File: src/rtl/mealy_pkg.sv
// rtl/mealy_pkg.sv - shared 2-bit Mealy pattern-detector types and transition functions
package mealy_pkg;

  typedef enum logic [1:0] {
    S_IDLE = 2'b00,
    S_ONE  = 2'b01,
    S_TWO  = 2'b11,
    S_RUN  = 2'b10
  } state_t;

  // Next state: a zero always returns to idle; ones walk idle->one->two->run and stay in run.
  function automatic state_t mealy_next(input state_t s, input logic b);
    state_t n;
    if (!b) begin
      n = S_IDLE;
    end else begin
      case (s)
        S_IDLE:  n = S_ONE;
        S_ONE:   n = S_TWO;
        S_TWO:   n = S_RUN;
        default: n = S_RUN;
      endcase
    end
    return n;
  endfunction

  // Detection fires on a zero that terminates a run of one or more ones.
  function automatic logic mealy_out(input state_t s, input logic b);
    return ~b & (s != S_IDLE);
  endfunction

endpackage

File: src/rtl/rr_arbiter.sv
// rtl/rr_arbiter.sv - round-robin one-hot arbiter with its own last-grant pointer
module rr_arbiter #(
  parameter int NCH = 4,
  parameter int CW  = $clog2(NCH)
) (
  input  logic           clk,
  input  logic           reset,
  input  logic [NCH-1:0] req,
  output logic [NCH-1:0] gnt
);

  logic [CW-1:0] last_grant;
  logic [CW-1:0] gidx;
  logic [CW-1:0] pos;
  logic          found;

  // Scan requesters starting just after the last winner; first hit wins.
  always_comb begin
    gnt   = '0;
    gidx  = '0;
    pos   = '0;
    found = 1'b0;
    for (int k = 1; k <= NCH; k++) begin
      pos = CW'((int'(last_grant) + k) % NCH);
      if (!found && req[pos]) begin
        found     = 1'b1;
        gnt[pos]  = 1'b1;
        gidx      = pos;
      end
    end
    if (reset) begin
      gnt = '0;
    end
  end

  // Pointer moves only when something was granted; reset parks it so channel 0 leads.
  always_ff @(posedge clk) begin
    if (reset) begin
      last_grant <= CW'(NCH - 1);
    end else if (found) begin
      last_grant <= gidx;
    end
  end

endmodule

File: src/rtl/mealy_ctx_scheduler.sv
// rtl/mealy_ctx_scheduler.sv - one shared Mealy detector time-sliced across NCH bit streams
module mealy_ctx_scheduler
  import mealy_pkg::*;
#(
  parameter int NCH  = 4,
  parameter int CW   = $clog2(NCH),
  parameter int CNTW = 8
) (
  input  logic                clk,
  input  logic                reset,
  input  logic [NCH-1:0]      req_valid,
  input  logic [NCH-1:0]      req_bit,
  input  logic [NCH-1:0]      clr_ch,
  output logic [NCH-1:0]      grant,
  output logic                hit_valid,
  output logic [CW-1:0]       hit_ch,
  output logic [NCH*2-1:0]    state_flat,
  output logic [NCH*CNTW-1:0] cnt_flat
);

  localparam logic [CNTW-1:0] CNT_MAX = {CNTW{1'b1}};

  state_t          ctx   [NCH];
  state_t          ctx_d [NCH];
  logic [CNTW-1:0] cnt   [NCH];
  logic [CNTW-1:0] cnt_d [NCH];

  logic [NCH-1:0]  elig;
  logic [CW-1:0]   gidx;
  logic            any_gnt;
  state_t          sel_s;
  logic            sel_b;
  state_t          sel_next;
  logic            sel_out;

  // A channel being cleared sits out this cycle so the clear never races its bit.
  assign elig = req_valid & ~clr_ch;

  rr_arbiter #(.NCH(NCH), .CW(CW)) u_arb (
    .clk   (clk),
    .reset (reset),
    .req   (elig),
    .gnt   (grant)
  );

  // Encode the one-hot grant and route the winner's context through the shared detector.
  always_comb begin
    gidx = '0;
    for (int i = 0; i < NCH; i++) begin
      if (grant[i]) gidx = CW'(i);
    end
    any_gnt  = |grant;
    sel_s    = ctx[gidx];
    sel_b    = req_bit[gidx];
    sel_next = mealy_next(sel_s, sel_b);
    sel_out  = mealy_out(sel_s, sel_b);
  end

  // Next contexts/counters: clear wins, otherwise only the granted channel advances.
  always_comb begin
    for (int i = 0; i < NCH; i++) begin
      ctx_d[i] = ctx[i];
      cnt_d[i] = cnt[i];
      if (clr_ch[i]) begin
        ctx_d[i] = S_IDLE;
        cnt_d[i] = '0;
      end else if (grant[i]) begin
        ctx_d[i] = sel_next;
        if (sel_out && cnt[i] != CNT_MAX) cnt_d[i] = cnt[i] + 1'b1;
      end
    end
  end

  // Context/counter store and the one-cycle hit register.
  always_ff @(posedge clk) begin
    if (reset) begin
      for (int i = 0; i < NCH; i++) begin
        ctx[i] <= S_IDLE;
        cnt[i] <= '0;
      end
      hit_valid <= 1'b0;
      hit_ch    <= '0;
    end else begin
      for (int i = 0; i < NCH; i++) begin
        ctx[i] <= ctx_d[i];
        cnt[i] <= cnt_d[i];
      end
      hit_valid <= any_gnt & sel_out;
      if (any_gnt) hit_ch <= gidx;
    end
  end

  // Flatten the per-channel arrays onto the status buses.
  always_comb begin
    state_flat = '0;
    cnt_flat   = '0;
    for (int i = 0; i < NCH; i++) begin
      state_flat[2*i +: 2]     = ctx[i];
      cnt_flat[CNTW*i +: CNTW] = cnt[i];
    end
  end

endmodule
File: config.mk
export PLATFORM = sky130hd
export DESIGN_NAME = mealy_ctx_scheduler
export DESIGN_NICKNAME = d
export VERILOG_FILES = /design/src/rtl/mealy_pkg.sv /design/src/rtl/rr_arbiter.sv /design/src/rtl/mealy_ctx_scheduler.sv
export SDC_FILE = /design/constraint.sdc
export NUM_CORES = 1
export LEC_CHECK = 0
export BUFFER_PORTS_ARGS = -buffer_cell sky130_fd_sc_hd__buf_2
export CAP_MARGIN = 20
export CORE_MARGIN = 1.5
export CORE_UTILIZATION = 50
export CTS_CLUSTER_SIZE = 30
export DETAILED_ROUTE_END_ITERATION = 6
export MAX_ROUTING_LAYER = met4
export PLACE_DENSITY = 0.74
export SETUP_SLACK_MARGIN = 0.2
export SLEW_MARGIN = 15
export SYNTH_ARGS = -nofsm -noshare
export SYNTH_HDL_FRONTEND = slang
export SYNTH_SLANG_ARGS = --single-unit
File: constraint.sdc
create_clock -name clk -period 4.9 [get_ports clk]
set_input_delay 0.98 -clock clk [delete_from_list [all_inputs] [get_ports clk]]
set_output_delay 0.98 -clock clk [all_outputs]
set_load 0.1 [all_outputs]
==> results by group <==
Run status
  – Outcome: finished clean

STA
  – Max frequency: around 230 MHz
  – Fin crit share: between 80% and 90%
  – Minimum clock period: about 4.4 ns
  – Clock Skews: 0.009972 ns
  – Relative slew slack: 53.46%
  – Final setup violation count: 0
  – Slew Limit Fails: 0
  – Final setup margin: 0.5186 ns
  – RSZ-0062 raised after global routing: false
  – Hold WS: 0.4812 ns
  – Slew @ Worst Pin: 0.6933 ns
  – Final count of hold timing violations: 0
  – Setup TNS: 0 ns

Power and ir drop
  – Leakage: 1.457 nW
  – Clk pwr share: 19.3%
  – Power per Cell Area: 455.5 mW/mm²
  – Worst vdd ir: 0.2893 mV
  – P_int: ~0.77 mW
  – Net Sw Power: 0.7473 mW
  – Final Power: ~1.5 mW
  – Switching share of power: 49.19%
  – Sequential group share of total power: between 20% and 30%
  – Comb pwr share: 54.0%

Placed design
  – Setup WS pre-CTS: between 0.5 and 0.6 ns
  – Placed Area: 0.003219 mm²
  – Gp weighted congestion: 0.9632
  – IO buf count: 60
  – Post-DP HPWL: 5.237 mm

Clock tree
  – CTS tree: built
  – Worst-path clk slew: 0.08 ns
  – CTS Hold Buffers Added: 0
  – CTS H-tree depth: 2
  – Clock Path Buffers: 2
  – Clock root buffer: clkbuf_8
  – Clk_lat worst skew: roughly 0.30 ns
  – CTS Buf Count: 5
  – Resized cells post-CTS: 0
  – Post-CTS Setup Bufs: 0
  – Clock Sinks: 45

GRT
  – Pin count of the biggest net entering global routing: 38
  – GRT Residual Overflow: 0
  – Vias in the first global route: 2,495
  – First-pass GRT wire length: roughly 12 mm
  – GR Util All Layers: 24.55%
  – Initial antenna violation count: 0

Floorplanning
  – Full die area: 0.006292 mm²
  – Starting density of the core: 52.26%
  – Core ar.: 0.005574 mm²
  – Die height: 79.33 µm
  – Rows: 27
  – Top Ports: slightly above 60
  – Die X: around 79 µm

Layout
  – FILL cells: ~520
  – Layout cell share with drive strength beyond 1: 23.04%
  – Final Instance Area: 0.003336 mm²
  – Final net count: 433
  – Synthesis-to-finish area growth: 14.52%
  – Sequential cell area: 900.9 µm²
  – ANT cells: 0
  – Commonest cells after routing, fill and taps aside: buf_2, dfxtp_1, nand2_1
  – Commonest non-fill, non-tap cell in the layout: buf_2
  – Multi-input logic area: around 0.0019 mm²

Synth
  – Synth cell types: 60
  – Post-synthesis mux area share: 4.038%
  – Post-synth EDFFs: 0
  – Gate Count Post-Synth: 355
  – Synth async-reset ratio: 0%
  – Xor and xnor fraction of the mapped netlist area: 0.3007%
  – Yosys warns: 0
  – Post-Syn Nets: roughly 380
  – Avg Inst Size Synth: 8.205 µm²
  – Compound-cell area share of the yosys netlist: 23.84%
  – Sequential-to-total area share from yosys stat: 30.93%
  – Synth Cell Area: 0.002913 mm²
  – Largest family of logic cells by synthesized area: simple AND/OR/NAND/NOR gates
  – Area share of and/or/nand/nor cells after synthesis: 30.41%
  – Main synth FF type: dfxtp_1
  – Seq cells post-synth: 45
  – Post-Synth Adder-Cell Area: 5.155%

Setup path
  – WP data required: just under 4 ns
  – CP Data Arrival Time: about 3.4 ns
  – Crit-path max FO: 9
  – Critical Path Source Type: flop
  – Crit. End Element: output pin
  – Critical path type: reg -> out

Detailed routing
  – Via density per instance: roughly 6.2
  – ANT nets after route: 0
  – Drt first pass iters: 6
  – DRT Wirelength: 7.322 mm
  – Vias: between 2,000 and 3,000
  – Remaining DRCs: 0
  – DR WL/cell: 15.25 µm
  – Iteration-0 DRC Markers: 213

Run
  – Max-cap violations: 0

Min path
  – Hold crit path type: reg -> reg
## metrics by stage
stage                     cells  utilization [%]
after detailed placement    472            57.76
after global placement      472            57.76
after global routing        480            59.84
after CTS                   480            59.84
final                       480            59.84
after floorplan             355                -
## cells by family (layout without fill, tap and decap cells)
group	after synthesis	count (layout)
DFF	45	45
adders and majority gates	12	12
and+or+nand+nor	166	166
buffers and inverters	28	81
muxes	9	9
AOI/OAI and AO/OA	94	94
xor gates and xnor gates	1	1
## cell usage after synthesis, drive strengths merged (7+ instances only)
cell   instances  share of area, %
a21oi         24               4.1
a31oi          8               2.2
and3          19               4.3
buf           16               3.8
dfxtp         45                31
ha            12               5.2
inv            7              0.90
nand2         33               4.3
nand3         29               5.0
nor2          32               4.4
o21ai         12               2.1
o31ai          7               1.8
or4           11               2.8
## final cells by class
cell class                 count  share of cell area, %
clock buffer                   7                  2.588
clock inverter                 1                 0.9002
inverter                       7                 0.7877
multi-input combinational    282                  55.66
sequential                    45                  27.01
tap                           72                  2.701
timing repair buffer          66                  10.35
## power by group through the flow
stage	Combinational, mW	Sequential (mW)	Clock [mW]
floorplan	0.584	0.535	0
global placement	0.798	0.414	0
detailed placement	0.805	0.414	0
CTS	0.811	0.405	0.299
global route	0.877	0.409	0.315
finish	0.820	0.406	0.294
## worst max-delay path: stages, from the launching register on
cell and delay [ns]:
dfxtp_1 0.54, inv_1 0.22, ha_1 0.44, nand4bb_1 0.16, o22ai_1 0.11, o31a_2 0.43, a222oi_1 0.40, a21boi_1 0.21
buf_4 0.17, nor2_1 0.08, buf_2 0.34
## final timing paths
path	startpoint	slack, ns	to	cells after the start
max	u_arb.last_grant[1]	0.52	grant[0]	10
min	ctx[1][0]	0.48	ctx[1][0]	2
max reg2reg	u_arb.last_grant[1]	0.72	cnt[3][7]	12
min reg2reg	ctx[1][0]	0.48	ctx[1][0]	2
## state kept, by name, indices dropped and copies added, names as in the netlist
| name | flops |
|---|---|
| cnt | 32 |
| ctx | 8 |
| hit_ch | 2 |
| hit_valid | 1 |
| u_arb.last_grant | 2 |
## routing by layer
layer  vias up  global-route usage [%]  wire, µm
met4         0                   4.912        78
met1      1394                   32.53      3440
met2        91                   38.55      3386
met5         -                       -         0
met3        14                   5.632       417
li1       1454                       -         -
No activity file was read; power rests on OpenSTA's default activity.
